**src/rtl/gtxe2_chnl_rx_gearbox.sv**
```systemverilog
// gtxe2_chnl_rx_gearbox: packs internal words into interface words behind a FWFT FIFO.
// Optional macro GTXE2_RX_GEARBOX_COMMA_ALIGN_EN realigns on K28.5 in the low byte.
module gtxe2_chnl_rx_gearbox #(
   parameter int internal_data_width  = 16,
   parameter int interface_data_width = 32,
   parameter int internal_isk_width   = 2,
   parameter int interface_isk_width  = 4,
   parameter int log_depth            = 3
) (
   input  logic                            usrclk2,
   input  logic                            reset,
   input  logic [internal_data_width-1:0]  indata,
   input  logic [internal_isk_width-1:0]   inisk,
   input  logic                            inval,
   input  logic                            realign,
   output logic [interface_data_width-1:0] outdata,
   output logic [interface_isk_width-1:0]  outisk,
   output logic                            outval,
   input  logic                            outready,
   output logic [log_depth:0]              level,
   output logic                            overflow
);

   localparam int DIV   = interface_data_width / internal_data_width;
   localparam int LANES = (DIV > 1) ? DIV - 1 : 1;
   localparam int DEPTH = 1 << log_depth;
   localparam int IW    = internal_data_width;
   localparam int KW    = internal_isk_width;

   localparam logic [1:0] LAST    = 2'(DIV - 1);
   localparam logic [1:0] RESTART = (DIV == 1) ? 2'd0 : 2'd1;
   localparam logic [log_depth:0] PTR_ONE = 1;

   logic [1:0]    wordcounter;
   logic [1:0]    lane_sel;
   logic [IW-1:0] lane_d [LANES];
   logic [KW-1:0] lane_k [LANES];

   logic [interface_data_width-1:0] mem_d [DEPTH];
   logic [interface_isk_width-1:0]  mem_k [DEPTH];
   logic [log_depth:0]              wr_ptr;
   logic [log_depth:0]              rd_ptr;

   logic [interface_data_width-1:0] asm_d;
   logic [interface_isk_width-1:0]  asm_k;

   logic comma;
   logic align;
   logic push;
   logic pop;
   logic full;
   logic accept;

`ifdef GTXE2_RX_GEARBOX_COMMA_ALIGN_EN
   assign comma = inval & inisk[0] & (indata[7:0] == 8'hBC);
`else
   assign comma = 1'b0;
`endif

   assign align    = realign | comma;
   assign lane_sel = align ? 2'd0 : wordcounter;

   // A realigned word only completes an output word when one lane is all there is.
   assign push = inval & (align ? (LAST == 2'd0) : (wordcounter == LAST));

   always_comb begin
      asm_d = '0;
      asm_k = '0;
      for (int i = 0; i < DIV - 1; i++) begin
         asm_d[i*IW +: IW] = lane_d[i];
         asm_k[i*KW +: KW] = lane_k[i];
      end
      asm_d[(DIV-1)*IW +: IW] = indata;
      asm_k[(DIV-1)*KW +: KW] = inisk;
   end

   always_ff @(posedge usrclk2 or negedge reset) begin
      if (!reset) begin
         wordcounter <= 2'd0;
         for (int i = 0; i < LANES; i++) begin
            lane_d[i] <= '0;
            lane_k[i] <= '0;
         end
      end else begin
         if (inval) begin
            if (align)
               wordcounter <= RESTART;
            else if (wordcounter == LAST)
               wordcounter <= 2'd0;
            else
               wordcounter <= wordcounter + 2'd1;
         end else if (align) begin
            wordcounter <= 2'd0;
         end
         for (int i = 0; i < LANES; i++) begin
            if (inval && (lane_sel == 2'(i))) begin
               lane_d[i] <= indata;
               lane_k[i] <= inisk;
            end
         end
      end
   end

   // Full: same slot, opposite lap.
   assign full = (wr_ptr[log_depth] != rd_ptr[log_depth]) &&
                 (wr_ptr[log_depth-1:0] == rd_ptr[log_depth-1:0]);

   assign outval  = (wr_ptr != rd_ptr);
   assign pop     = outval & outready;
   assign accept  = push & (~full | pop);
   assign level   = wr_ptr - rd_ptr;
   assign outdata = mem_d[rd_ptr[log_depth-1:0]];
   assign outisk  = mem_k[rd_ptr[log_depth-1:0]];

   always_ff @(posedge usrclk2 or negedge reset) begin
      if (!reset) begin
         wr_ptr   <= '0;
         rd_ptr   <= '0;
         overflow <= 1'b0;
         for (int i = 0; i < DEPTH; i++) begin
            mem_d[i] <= '0;
            mem_k[i] <= '0;
         end
      end else begin
         if (accept) begin
            mem_d[wr_ptr[log_depth-1:0]] <= asm_d;
            mem_k[wr_ptr[log_depth-1:0]] <= asm_k;
            wr_ptr <= wr_ptr + PTR_ONE;
         end
         if (pop)
            rd_ptr <= rd_ptr + PTR_ONE;
         if (push && !accept)
            overflow <= 1'b1;
      end
   end

endmodule

```
**config.mk**
```make
export PLATFORM = sky130hd
export DESIGN_NAME = gtxe2_chnl_rx_gearbox
export DESIGN_NICKNAME = d
export VERILOG_FILES = /design/src/rtl/gtxe2_chnl_rx_gearbox.sv
export SDC_FILE = /design/constraint.sdc
export NUM_CORES = 1
export LEC_CHECK = 0
export BUFFER_PORTS_ARGS = -buffer_cell sky130_fd_sc_hd__clkbuf_2
export CAP_MARGIN = 25
export CORE_MARGIN = 3
export CORE_UTILIZATION = 44
export DETAILED_ROUTE_END_ITERATION = 8
export PLACE_DENSITY = 0.56
export SYNTH_ARGS = -nofsm -noshare
export SYNTH_HDL_FRONTEND = slang
export SYNTH_SLANG_ARGS = --single-unit
```
**constraint.sdc**
```tcl
create_clock -name usrclk2 -period 3.2 [get_ports usrclk2]
set_input_delay 0.32 -clock usrclk2 [delete_from_list [all_inputs] [get_ports usrclk2]]
set_output_delay 0.32 -clock usrclk2 [all_outputs]
set_load 0.05 [all_outputs]
```
==> metrics.txt <==
hold depth=2; placed cell area=15000 um^2; routability cong.=0.681; Pre-Repair DR Iteration Count=4; Die Span Y=186 um; Clock Latency Late Sink=0.50 ns; RSZ-0062 raised after global routing=no; FF+latch count, synth=317; clock sinks=317; Root Driver=clkbuf_16; post-layout util=50.7%; Worst Hold End=wordcounter[1]; # diodes=0; drt total wl=30600 um; post-route insts no fill=1411; Leakage=7.54 nW; commonest non-fill, non-tap cell in the layout=dfrtp_1; Slew HR=51.6%; Post-Place Cells=1350; syn avg cell area=15.7 um^2; I/O Buffers=64; hold crit path type=in2reg; reg2reg setup slack=0.50 ns; CP Data Required Time=2.88 ns; crit-path max FO=75; Hold Vio Cnt, Final=0; vias post-DR=7713; crit path kind=reg2out; most frequent cells in the layout=dfrtp_1, mux2_2, nand2_1, mux4_2, clkbuf_2; min-delay src=realign; Synth-to-Final Area Change=12.9%; NumNets Final=1015; worst-path cell chain=buf_12 > mux4_2 > nand2_1 > nand2_1 > clkbuf_2; Slowest-stage cell, CP=mux4_2; WP buf/inv=2; core box area=31700 um^2; number of I/O pins=65; startpoint types=flip-flop; antenna-violating nets left=0; DRC viols=0; Peak VDD IR=0.704 mV; most frequent cell on the critical path=nand2_1; final worst path period share=89.9%; H-tree depth=2; die width=186 um; total negative slack=0 ns; Yosys cell types=36; initial antenna violation count=0; CP max stage delay=0.58 ns; min cycle time layout=2.88 ns; syn nets=939; RR Endpoint=mem_d[75]; sequential fraction of the synthesis area=55.7%; FF-to-FF Start=wr_ptr[0]; number of CTS-inserted buffers=35; number of cells on the worst reg-to-reg path=7; Via density=5.47; Fin Clk Skew=0.0180 ns; Core Rows=65; worst-case clock buffer depth=3; PD cells=1120 nW/um^2; largest net degree at the start of global routing=89; vias in the first global route=8340; Worst-path clk slew=0.06 ns; drt wl/cell=21.7 um; HPWL Detailed=17500 um; Setup crit end kind=output port; cell family with most CP delay=buffers and inverters; Worst Tran Pin Value=0.724 ns; Gate Count Post-Synth=910; arrival time worst endpoint=2.56 ns; first-pass GRT wire length=49100 um; total gr overflow=0; share of cells above drive strength 1=53.0%; status=complete, no violations; DR iter-0 viols=340; setup violators final=0; Initial Util=44.9%; design area=16100 um^2; die area=34600 um^2; Slew Viols, Final=0; total power draw=18.0 mW; Yosys warning total=0; CTS tree=built; gr usage total=18.5%; Max Cap Viol=0; Mapped Area=14200 um^2; Fmax=348 MHz
## logic make-up (layout without fill, tap and decap cells)
family                   after synthesis  in the layout  share of synthesized area [%]
multiplexers                         379            379                           35.6
flip-flops                           317            317                           55.7
AND/OR/NAND/NOR                      131            131                           4.07
buffers and inverters                 58            157                           2.86
XOR/XNOR                              10             10                          0.615
AO/OA/AOI/OAI                          9              9                          0.553
adder cells (fa/ha/maj)                6              6                          0.580
## registers in the layout, summed over array words and instances (netlist names)
signal and flops:
mem_d 256, mem_k 32, lane_d 16, rd_ptr 4, wr_ptr 4, lane_k 2, wordcounter 2, overflow 1
## power by group
group / total, mW / switching, mW / leakage, nW / internal (mW)
registers: 6.62 / 0.901 / 4.05 / 5.72
logic: 7.51 / 4.25 / 2.93 / 3.27
clock network: 3.86 / 1.54 / 0.553 / 2.31
## synth_stat cells, drive strengths merged
master   number  area, um^2
nand2       114         435
inv           8        30.0
a211oi        2        27.5
nor2          4        15.0
xnor2         7        61.3
a21oi         2        21.3
nand4bb       1        16.3
nand3         7        62.6
nand2b        1        6.26
nand4         1        21.3
mux2        307        3460
mux4         72        1620
ha            5        62.6
xor2          3        26.3
clkbuf       16         100
nor2b         1        6.26
a21o          1        7.51
o21bai        1        7.51
or2           1        6.26
dfrtp       317        7930
fa            1        20.0
o21ai         3        15.0
buf          34         278
and4b         1        10.0
## through the flow
step                      setup WS (ns)  hold slack (ns)
after floorplan                   0.347           0.0244
after global placement            0.528            0.312
after detailed placement          0.486            0.309
after CTS                         0.262           0.0126
after global routing              0.178           0.0307
final                             0.322           0.0308
## final cells by class
class | instances | area (um^2)
clock inverter | 7 | 41.3
timing repair buffer | 89 | 583
sequential | 317 | 7940
multi-input combinational | 535 | 5910
tap | 402 | 503
inverter | 8 | 30.0
clock buffer | 53 | 1080
fill | 2758 | 15600
## routing by layer
layer | up-vias | track usage (%) | share of wire, %
met5 | - | 0 | 0
met4 | 0 | 3.60 | 1.5
met3 | 34 | 2.42 | 2.7
met2 | 96 | 31.2 | 49
met1 | 4111 | 26.3 | 47
li1 | 3472 | - | -
## timing repair
| item | CTS | global route |
|---|---|---|
| buffers inserted | 0 | 0 |
| gates resized for setup | 0 | 0 |
| hold buffers | 1 | 0 |
| endpoints found under the setup margin | 0 | 0 |
| hold endpoints to repair | 58 | 0 |
## worst max-delay path by stage
stage,startpoint,endpoint,slack (ns),cells past startpoint
finish,rd_ptr[0],outdata[12],0.32,5
global route,rd_ptr[0],outdata[12],0.18,5
CTS,rd_ptr[0],outdata[12],0.26,5
detailed placement,wr_ptr[0],mem_d[75],0.49,7
global placement,wr_ptr[0],mem_d[80],0.53,7
floorplan,rd_ptr[1],mem_d[100],0.35,9
Power figures use the tool's default switching activity.
